--- src/rtl/mem_arb_pkg.sv ---
// Shared types and constants for the memory host arbiter.
package mem_arb_pkg;

  // Arbiter sequencing states.
  typedef enum logic [1:0] {
    IDLE  = 2'd0,
    ISSUE = 2'd1,
    RESP  = 2'd2
  } arb_state_e;

  // Width of the per-transaction timeout timer.
  localparam int TIMER_W = 8;

  // Width of a requester id (two requesters).
  localparam int GRANT_W = 1;

endpackage : mem_arb_pkg

--- src/rtl/mem_arb_rr_pick.sv ---
// Two-way round-robin picker: the lone valid requester wins, a tie goes to
// whoever was not granted last.
module mem_arb_rr_pick
  import mem_arb_pkg::*;
(
  input  logic [1:0]         valid,
  input  logic [GRANT_W-1:0] last_grant,
  output logic               any,
  output logic [GRANT_W-1:0] winner
);

  // Resolve the winner purely from current requests and grant history.
  always_comb begin
    any = |valid;
    if (valid == 2'b11) begin
      winner = ~last_grant;
    end else begin
      winner = valid[1];
    end
  end

endmodule : mem_arb_rr_pick

--- src/rtl/mem_host_arbiter.sv ---
// Round-robin sequencer placing one command at a time on the memory host's
// single-port interface, with a per-transaction timeout.
module mem_host_arbiter
  import mem_arb_pkg::*;
#(
  parameter int ADDR_WIDTH = 6,
  parameter int DATA_WIDTH = 8,
  parameter int TIMEOUT    = 15
) (
  input  logic                  clk,
  input  logic                  pon_rst_n_i,
  input  logic                  req0_valid,
  input  logic                  req0_we,
  input  logic [ADDR_WIDTH-1:0] req0_addr,
  input  logic [DATA_WIDTH-1:0] req0_wdata,
  output logic                  req0_accept,
  output logic                  req0_rsp_valid,
  output logic [DATA_WIDTH-1:0] req0_rdata,
  output logic                  req0_err,
  input  logic                  req1_valid,
  input  logic                  req1_we,
  input  logic [ADDR_WIDTH-1:0] req1_addr,
  input  logic [DATA_WIDTH-1:0] req1_wdata,
  output logic                  req1_accept,
  output logic                  req1_rsp_valid,
  output logic [DATA_WIDTH-1:0] req1_rdata,
  output logic                  req1_err,
  output logic [ADDR_WIDTH-1:0] mem_addr,
  output logic [DATA_WIDTH-1:0] mem_data_in,
  output logic                  mem_write_en,
  output logic                  mem_read_en,
  input  logic [DATA_WIDTH-1:0] mem_data_out,
  input  logic                  mem_ready,
  input  logic                  mem_error,
  output logic                  busy,
  output logic [7:0]            timeout_count
);

  localparam logic [TIMER_W-1:0] TIMER_LIMIT = TIMER_W'(TIMEOUT - 1);

  arb_state_e             state, next_state;
  logic [GRANT_W-1:0]     last_grant;
  logic [GRANT_W-1:0]     cmd_id;
  logic                   cmd_we;
  logic [ADDR_WIDTH-1:0]  cmd_addr;
  logic [DATA_WIDTH-1:0]  cmd_wdata;
  logic [TIMER_W-1:0]     timer;
  logic [1:0]             rsp_valid_q;
  logic [1:0]             rsp_err_q;
  logic [DATA_WIDTH-1:0]  rsp_rdata_q [2];
  logic                   pick_any;
  logic [GRANT_W-1:0]     pick_winner;
  logic                   timed_out;

  mem_arb_rr_pick u_pick (
    .valid      ({req1_valid, req0_valid}),
    .last_grant (last_grant),
    .any        (pick_any),
    .winner     (pick_winner)
  );

  // Next-state, accept strobes and host enables for the current state.
  always_comb begin
    // NOTE: every output gets a default first so no path leaves it unassigned, which would infer a latch.
    next_state   = state;
    req0_accept  = 1'b0;
    req1_accept  = 1'b0;
    mem_write_en = 1'b0;
    mem_read_en  = 1'b0;
    timed_out    = 1'b0;
    unique case (state)
      IDLE: begin
        if (pick_any) begin
          next_state  = ISSUE;
          req0_accept = (pick_winner == 1'b0);
          req1_accept = (pick_winner == 1'b1);
        end
      end
      ISSUE: begin
        // Enables fall in the ready cycle so the host never relaunches.
        mem_write_en = cmd_we & ~mem_ready;
        mem_read_en  = ~cmd_we & ~mem_ready;
        if (mem_ready) begin
          next_state = RESP;
        end else if (timer == TIMER_LIMIT) begin
          timed_out  = 1'b1;
          next_state = RESP;
        end
      end
      RESP:    next_state = IDLE;
      default: next_state = IDLE;
    endcase
  end

  // State register, command latch, timer and registered responses.
  always_ff @(posedge clk) begin
    if (!pon_rst_n_i) begin
      // NOTE: sequential state uses non-blocking assignments so every register samples pre-edge values.
      state          <= IDLE;
      last_grant     <= 1'b1;
      cmd_id         <= '0;
      cmd_we         <= 1'b0;
      cmd_addr       <= '0;
      cmd_wdata      <= '0;
      timer          <= '0;
      rsp_valid_q    <= '0;
      rsp_err_q      <= '0;
      rsp_rdata_q[0] <= '0;
      rsp_rdata_q[1] <= '0;
      timeout_count  <= '0;
    end else begin
      state       <= next_state;
      rsp_valid_q <= '0;
      unique case (state)
        IDLE: begin
          if (pick_any) begin
            cmd_id    <= pick_winner;
            cmd_we    <= pick_winner ? req1_we    : req0_we;
            cmd_addr  <= pick_winner ? req1_addr  : req0_addr;
            cmd_wdata <= pick_winner ? req1_wdata : req0_wdata;
            timer     <= '0;
          end
        end
        ISSUE: begin
          if (mem_ready) begin
            rsp_valid_q[cmd_id] <= 1'b1;
            rsp_rdata_q[cmd_id] <= (cmd_we | mem_error) ? '0 : mem_data_out;
            rsp_err_q[cmd_id]   <= mem_error;
          end else if (timed_out) begin
            rsp_valid_q[cmd_id] <= 1'b1;
            rsp_rdata_q[cmd_id] <= '0;
            rsp_err_q[cmd_id]   <= 1'b1;
            if (timeout_count != 8'hFF) begin
              timeout_count <= timeout_count + 8'd1;
            end
          end else begin
            timer <= timer + TIMER_W'(1);
          end
        end
        RESP:    last_grant <= cmd_id;
        default: ;
      endcase
    end
  end

  assign busy           = (state != IDLE);
  assign mem_addr       = cmd_addr;
  assign mem_data_in    = cmd_wdata;
  assign req0_rsp_valid = rsp_valid_q[0];
  assign req1_rsp_valid = rsp_valid_q[1];
  assign req0_err       = rsp_err_q[0];
  assign req1_err       = rsp_err_q[1];
  assign req0_rdata     = rsp_rdata_q[0];
  assign req1_rdata     = rsp_rdata_q[1];

endmodule : mem_host_arbiter

--- config.mk ---
export PLATFORM = sky130hd
export DESIGN_NAME = mem_host_arbiter
export DESIGN_NICKNAME = d
export VERILOG_FILES = /design/src/rtl/mem_arb_pkg.sv /design/src/rtl/mem_arb_rr_pick.sv /design/src/rtl/mem_host_arbiter.sv
export SDC_FILE = /design/constraint.sdc
export NUM_CORES = 1
export LEC_CHECK = 0
export CAP_MARGIN = 20
export CORE_MARGIN = 4
export CORE_UTILIZATION = 39
export CTS_CLUSTER_DIAMETER = 30
export DETAILED_ROUTE_END_ITERATION = 10
export GPL_TIMING_DRIVEN = 1
export PLACE_DENSITY = 0.87
export SLEW_MARGIN = 20
export SYNTH_ARGS = -nofsm -noshare
export SYNTH_HDL_FRONTEND = slang
export SYNTH_SLANG_ARGS = --single-unit
--- constraint.sdc ---
create_clock -name clk -period 1.98 [get_ports clk]
set_input_delay 0.198 -clock clk [delete_from_list [all_inputs] [get_ports clk]]
set_output_delay 0.198 -clock clk [all_outputs]
set_load 0.03 [all_outputs]
Yosys cells after proc, flatten, opt, wreduce, memory -nomap -nowiden:

Memory sizes are Yosys's and may differ from the RTL's.
Cells that the tools add are included.

* flip-flop bits (word level): 39
* RAM bits: 16
* input bits: 44
* output and inout bits: 47
* memories: 1

Memories
* rsp_rdata_q: words 2, width 8, read ports 2, clocked after memory_dff 0, write ports 2, RTL line mem_host_arbiter.sv:50 `logic [DATA_WIDTH-1:0] rsp_rdata_q [2];`

* add/subtract/negate cells: 2
* magnitude comparators: 2
* equal/unequal tests: 9
* multiplexer cells: 43
* bitwise operators: 9
* reduce and logical (&&, ||, !) cells: 13

Operators with widths (number)
* two-way mux 8 bit: 7
* two-way mux 1 bit: 24
* adder 8 x 1 -> 8 bit (second input constant): 2
* one-hot mux 8 bit (2 select lines): 1
* two-way mux 2 bit: 7
* equality test 8 x 4 -> 1 bit (second input constant): 1
* inequality test 8 bit (second input constant): 1
* AND reduction 2 bit: 4
* AND reduction 4 bit: 2
* OR reduction 8 bit: 1
* two-way mux 6 bit: 1
* inequality test 2 bit (second input constant): 3
* nonzero test 2 bit: 3
* equality test 2 bit (second input constant): 2
* inverter 1 bit: 4
* one-hot mux 2 bit (2 select lines): 1
* inequality test 3 bit (second input constant): 1
* bitwise AND 1 bit: 2
* bitwise mux 2 bit: 1
* equality test 2 x 1 -> 1 bit (second input constant): 1
* logical NOT 2 bit: 1
* less-than comparator 1 x 2 -> 1 bit (second input constant): 1
* OR 1 bit: 2
* OR 2 bit: 1
* other kinds (4): 4

Longest topological paths before layout:

Gate-level depths: netlist of the first run.

* depth after elaboration: 12
* mapped depth: 7

Cells and area by module:

From an unflattened synthesis of the first run, not the netlist that was laid out.

* cells, all modules: 254
* area total of the unflattened synthesis: 2484.9 sq um

By module, submodules not included
* mem_host_arbiter: times used 1, cells each 252, area an instance 2471.1 sq um
* mem_arb_rr_pick: times used 1, cells each 2, area an instance 13.8 sq um

Worst setup path after synthesis of the first run:

OpenSTA, ideal clock, no wires.

* path type: register to register
* from: register timer[0]
* to: memory rsp_rdata_q[0][0], enable pin
* library setup time: 0.384 ns
* data arrival time: 1.694 ns
* slack: -0.098 ns
* cell stages (with the launch flop): 7
* buffers on the path: 0
* period minus slack after synthesis: 2.078 ns
* path through: dfxtp_1 -> inv_1 -> ha_1 -> and4b_4 -> a21oi_1 -> nand2b_1 -> o21ai_0

RTL lines
* start, declared: RTL line mem_host_arbiter.sv:47 `logic [TIMER_W-1:0] timer;`
* start signal, assigned: RTL line mem_host_arbiter.sv:137 `timer <= timer + TIMER_W'(1);`
* end, declared: RTL line mem_host_arbiter.sv:50

Worst setup path in the final report of the first run:

* from: register timer[0]
* to: register timer[3]

* cells in the longest elaborated chain, start to end: 6
* elaborated cells on any way between the ends: 10
* those cells by class: add/sub (1); eq/ne (2); mux (6); reduce/logical (1)

RTL lines
* branches (longest 6 deep; another with adder 8 x 1 -> 8 bit)

Parallel ways; which one is timed is not known. The select of a mux whose other input is x is not followed.
A chain may end at the register's enable or synchronous reset.

==> qor.yml, run 1 <==
antennaDiodeCount: 0
netlist_area_mm2: 0.00239
drc: 0
wl_per_cell_um: 14.9
p_leak_nw: 1.38
grt.overflow.total: 0
via_per_inst: 5.44
clock_skew_ns: 0.00783
tns_ns: 0
grtUsageTotal_pct: 16.6
dp_hpwl_um: 4670
status: "finished clean"
min_period_ns: 1.88
grt_max_degree: 28
cellPowerDensity_mw_per_mm2: 669
max-clock-path-buffers: 2
synthMostInstantiatedCell: "dfxtp_1"
postPlaceCellArea_mm2: 0.00345
max_freq_ghz: 0.531
drv_cap: 0
synth_top_cells_by_area: "dfxtp_1 (33%), edfxtp_1 (20%), a222oi_1 (5.0%), and2_1 (4.5%), nor2_1 (4.1%)"
slew_viol_final: 0
synth_seq_cells: 55
clock_sinks: 55
route.vias.total: 2227
drive_gt1_share_pct: 11.1
clk_latency_ns: 0.31
path_class: "reg2reg"
regToRegSetupSlack_ns: 0.1
grt_pass1_wl_um: 9870
post-place-ws_ns: 0.0631
num_rows: 28
drt-total-wl_um: 6080
worstSetupEndpointType: "register"
firstDrtPassIters: 4
setup_ws_ns: 0.0982
cp.arrival_ns: 2.12
final_nets: 380
syn_area_per_cell_um2: 10.4
synthCells: 229
slew_headroom_pct: 67.5
syn-num-nets: 276
final_core_util_pct: 60.1
ys_warn_count: 0
finalHoldViolations: 0
synth_common_cells: "dfxtp_1 (39), nor2_1 (26), and2_1 (17), edfxtp_1 (16)"
start_util_pct: 40.3
drt_iter0_drc: 120
cts_tree: "done"
fp.dieH_um: 86.3
synth_cell_types: 42
hp-class: "reg2reg"
numCtsBuffers: 5
cp-start-kind: "register"
syn_to_final_growth_pct: 48.9
ioPinCount: 91
path_max_fanout: 11
period_share_pct: 95.0
synth_top_area_share_pct: 32.7
power_mw: 2.38
detail-route-antenna-nets: 0
die_w_um: 86.3
port_buffers: 90
cp_data_required_time_ns: 2.22
tightest_slew_ns: 0.487
cts_max_level: 2
synthFlopType: "dfxtp_1"
rsz0062_at_grt: "no"
setup_viol: 0
grt_pass1_vias: 2164
synth_top_cell_by_area: "dfxtp_1"
ys_async_sr_fraction_pct: 0
clk_pin_slew_ns: 0.10
post_cts_buffers: 0
synth-seq-area-share_pct: 52.8
place_congestion: 0.902
clockRootBuffer: "clkbuf_8"
synth-edff-count: 16
antenna_found_initial: 0
core_mm2: 0.00592
fin_area_mm2: 0.00356
ir_worst_vdd_uv: 429
die_area_mm2: 0.00744
## stage by stage
stage	std cells	hold WS [ns]
final	409	0.497
after global routing	409	0.512
after CTS	409	0.497
after detailed placement	401	0.483
after global placement	401	0.471
after floorplan	229	0.368
## path summary, 6_finish.rpt
path                                       from                             to  cells past startpoint
setup / recovery          timer[0]$_SDFFE_PN0P_          timer[3]$_SDFFE_PN0P_                      7
hold / removal    timeout_count[5]$_SDFFE_PN0P_  timeout_count[5]$_SDFFE_PN0P_                      2
setup reg to reg          timer[0]$_SDFFE_PN0P_          timer[3]$_SDFFE_PN0P_                      7
hold reg to reg   timeout_count[5]$_SDFFE_PN0P_  timeout_count[5]$_SDFFE_PN0P_                      2
## sequential cells by signal, indices dropped and copies added (netlist names)
signal         flops
state              2
rsp_rdata_q       16
rsp_valid_q        2
cmd_we             1
rsp_err_q          2
last_grant         1
mem_addr           6
timeout_count      8
mem_data_in        8
cmd_id             1
timer              8
## critical path, stage by stage, from the launching register on
cell     delay [ns]
dfxtp_1        0.34
inv_1          0.04
ha_1           0.18
and4b_4        0.18
buf_4          0.14
and4b_2        0.29
or4_1          0.49
a21oi_1        0.15
## cells in the final DEF, fill, tap and decap left out, types with 5 or more instances in the layout
| cell type | netlist | routed |
|---|---|---|
| a21oi_1 | 12 | 12 |
| a222oi_1 | 12 | 12 |
| and2_1 | 17 | 17 |
| buf_4 | 0 | 20 |
| clkbuf_8 | 0 | 5 |
| clkdlybuf4s50_1 | 0 | 85 |
| dfxtp_1 | 39 | 39 |
| edfxtp_1 | 16 | 16 |
| nand2_1 | 8 | 8 |
| nand2b_1 | 5 | 5 |
| nand3_1 | 5 | 5 |
| nor2_1 | 26 | 26 |
| nor3_1 | 6 | 6 |
| o21ai_0 | 7 | 6 |
| o31ai_1 | 7 | 7 |
| or4_1 | 7 | 7 |
## logic make-up (layout without fill, tap and decap cells)
kind of cell	count (synthesis)	in the layout	share of synthesized area (%)
simple gates	100	100	24.9
flops	55	55	52.8
mux	4	4	1.68
xor+xnor	3	3	1.10
fa+ha+maj	3	3	1.57
compound gates	49	49	15.1
buf+inv	15	120	2.83
## cell type report
cell class / instances / area (um^2)
Fill cell: 507 / 2360
Clock buffer: 5 / 68.8
Inverter: 5 / 18.8
Clock inverter: 3 / 26.3
Multi-Input combinational cell: 159 / 1060
Sequential cell: 55 / 1260
Tap cell: 75 / 93.8
Timing Repair Buffer: 107 / 1020
## metal layers
| layer | track usage (%) | vias up | part of all wire (%) |
|---|---|---|---|
| met4 | 5.10 | 0 | 1.4 |
| met1 | 18.7 | 1056 | 40 |
| met2 | 29.1 | 84 | 49 |
| met5 | 0 | - | 0 |
| li1 | - | 1079 | - |
| met3 | 6.37 | 8 | 9.2 |
## report_power, final
group          internal [mW]  switching (mW)  leakage [nW]
Combinational          0.236           0.258         0.841
Clock                  0.261           0.383        0.0491
Sequential              1.21          0.0321         0.485
## timing repair
item | 4_1_cts | 5_1_grt
gates resized for setup | 1 | 3
endpoints found under the setup margin | 1 | 10
gates cloned | 0 | 0
hold buffers | 0 | 0
Note: power is estimated with default switching activity, not from simulation.
==> run 2: changes to the inputs <==
--- a/config.mk
+++ b/config.mk
@@ -11,7 +11,7 @@
 export CTS_CLUSTER_DIAMETER = 30
 export DETAILED_ROUTE_END_ITERATION = 10
 export GPL_TIMING_DRIVEN = 1
-export PLACE_DENSITY = 0.87
+export PLACE_DENSITY = 0.76
 export SLEW_MARGIN = 20
 export SYNTH_ARGS = -nofsm -noshare
 export SYNTH_HDL_FRONTEND = slang
==> run 2 against run 1 <==
  * Worst setup slack better by 0.064 ns
  * Combinational power is 1% higher
  * Total power is 0.52% higher
  * Critical path depth is 1 lower
  * Final area is 0.25% lower
  * Maximum frequency is 3.5% higher
  * Via count is 2.4% lower
  * Register-to-register slack better by 0.06 ns
  * Clock skew is 0.0013 ns lower
  * Clock power is 1% higher
==> qor.yml, run 2 (synthesis gave the netlist of run 1 again) <==
antennaDiodeCount: 0  # unchanged
ctsHoldBuffers: 0  # unchanged
clockRootBuffer: "clkbuf_8"
firstDrtPassIters: 4  # unchanged
cpPeakStageDelay_ns: 0.58  # +0.09 ns
min_period_ns: 1.82  # -0.0635 ns
cellPowerDensity_mw_per_mm2: 675  # +0.77%
path_cells: "inv_1, ha_1, and4b_4, nand4b_4, or4_1, o211a_1"
core_mm2: 0.00592  # unchanged
cp.arrival_ns: 2.03  # -0.09 ns
drc: 0  # unchanged
fp.dieH_um: 86.3  # unchanged
grt.overflow.total: 0  # unchanged
wl_per_cell_um: 15.2  # +2.3%
placed_cells: 400  # -0.25%
slew_viol_final: 0  # unchanged
setup_viol: 0  # unchanged
period_share_pct: 91.8  # -3.2 points
ir_worst_vdd_uv: 416  # -3.1%
path_max_fanout: 16  # +5
finalHoldViolations: 0  # unchanged
place_congestion: 0.778  # -14%
clock_sinks: 55  # unchanged
status: "finished clean"
clk_latency_ns: 0.31  # about the same
crit_buf_inv: 1  # -1
rsz0062_at_grt: "no"
hold_ws_ns: 0.506  # +0.00877 ns
max_freq_ghz: 0.550  # +3.5%
max-clock-path-buffers: 2  # unchanged
start_util_pct: 40.3  # unchanged
tightest_slew_ns: 0.426  # -0.0615 ns
slowest_stage: "or4_1"
layout_commonest_cell: "clkdlybuf4s50_1"
grtUsageTotal_pct: 16.8  # +0.15 points
path_class: "reg2reg"
via_per_inst: 5.33  # -2.1%
slew_headroom_pct: 71.5  # +4.0 points
detail-route-antenna-nets: 0  # unchanged
final_nets: 379  # -0.26%
largest_reg_flops: 16  # unchanged
drt_iter0_drc: 118  # -1.7%
final_cell_mix: "clkdlybuf4s50_1 (86), dfxtp_1 (39), nor2_1 (26), buf_4 (19), and2_1 (17)"
drive_gt1_share_pct: 10.8  # -0.27 points
p_leak_nw: 1.36  # -1.3%
crit_family: "simple AND/OR/NAND/NOR gates"
hp-class: "reg2reg"
postPlaceCellArea_mm2: 0.00345  # -0.22%
port_buffers: 90  # unchanged
clock_skew_ns: 0.00652  # -0.00131 ns
worstSetupEndpointType: "register"
cp-start-kind: "register"
die_area_mm2: 0.00744  # unchanged
grt_pass1_wl_um: 10300  # +4.3%
ioPinCount: 91  # unchanged
num_rows: 28  # unchanged
grt_max_degree: 20  # -29%
grt_pass1_vias: 2229  # +3.0%
syn_to_final_growth_pct: 48.5
clk_pin_slew_ns: 0.10  # about the same
die_w_um: 86.3  # unchanged
stdcell_count: 408  # -0.24%
final_core_util_pct: 59.9  # -0.15 points
route.vias.total: 2174  # -2.4%
drv_cap: 0  # unchanged
cp_data_required_time_ns: 2.19  # -0.03 ns
drt-total-wl_um: 6200  # +2.0%
antenna_found_initial: 0  # unchanged
fin_area_mm2: 0.00355  # -0.25%
numCtsBuffers: 5  # unchanged
dp_hpwl_um: 4730  # +1.3%
cts_tree: "done"
cts_max_level: 2  # unchanged
largest_register: "rsp_rdata_q"
## run 2: changes by cell type in the layout (fill, tap and decap cells not counted), sizes merged
cell           delta
clkdlybuf4s50     +1
clkinv            -1
clkinvlp          +1
buf               -1
dlymetal6s2s      -1
## run 2: area by class of cell
cell class,instances,area [um^2]
fill,527,2370
clock inverter,3,27.5
timing repair buffer,106,1010
sequential,55,1260
multi-input combinational,159,1060
inverter,5,18.8
tap,75,93.8
clock buffer,5,68.8
## run 2: per-stage QoR
stage	power (mW)	setup slack [ns]	setup TNS, ns
2_1_floorplan	1.51	0.0736	0
3_3_place_gp	1.76	0.0137	0
3_5_place_dp	1.77	-0.0246	-0.110
4_1_cts	2.42	0.0961	0
5_1_grt	2.52	0.0579	0
6_report	2.39	0.162	0
## run 2: power by group
part	switching, mW	leakage (nW)	internal (mW)	total [mW]
registers	0.0305	0.485	1.21	1.24
clock network	0.389	0.0467	0.263	0.652
logic	0.260	0.825	0.239	0.499
## run 2: worst min-delay path, stage by stage (launching register included)
cell and delay, ns:
dfxtp_1 0.34, a222oi_1 0.06, nor2_1 0.08
## run 2: layer usage
metal | vias up | part of all wire, % | global-route usage, %
li1 | 1076 | - | -
met1 | 1025 | 45 | 21.1
met2 | 66 | 47 | 28.5
met3 | 7 | 7.7 | 5.80
met4 | 0 | 0.50 | 2.41
met5 | - | 0 | 0
## run 2: path summary, 6_finish.rpt
kind	cells after the start	start	slack [ns]	endpoint
max reg2reg	6	timer[0]$_SDFFE_PN0P_	0.16	timeout_count[7]$_SDFFE_PN0P_
max	6	timer[0]$_SDFFE_PN0P_	0.16	timeout_count[7]$_SDFFE_PN0P_
min reg2reg	2	mem_addr[0]$_SDFFE_PN0P_	0.51	mem_addr[0]$_SDFFE_PN0P_
min	2	mem_addr[0]$_SDFFE_PN0P_	0.51	mem_addr[0]$_SDFFE_PN0P_
## run 2: timing repair
action / in CTS / in global routing
buffers inserted: 0 / 0
setup endpoints to repair: 9 / 1
hold endpoints to repair: 0 / 0
resized for setup: 2 / 1
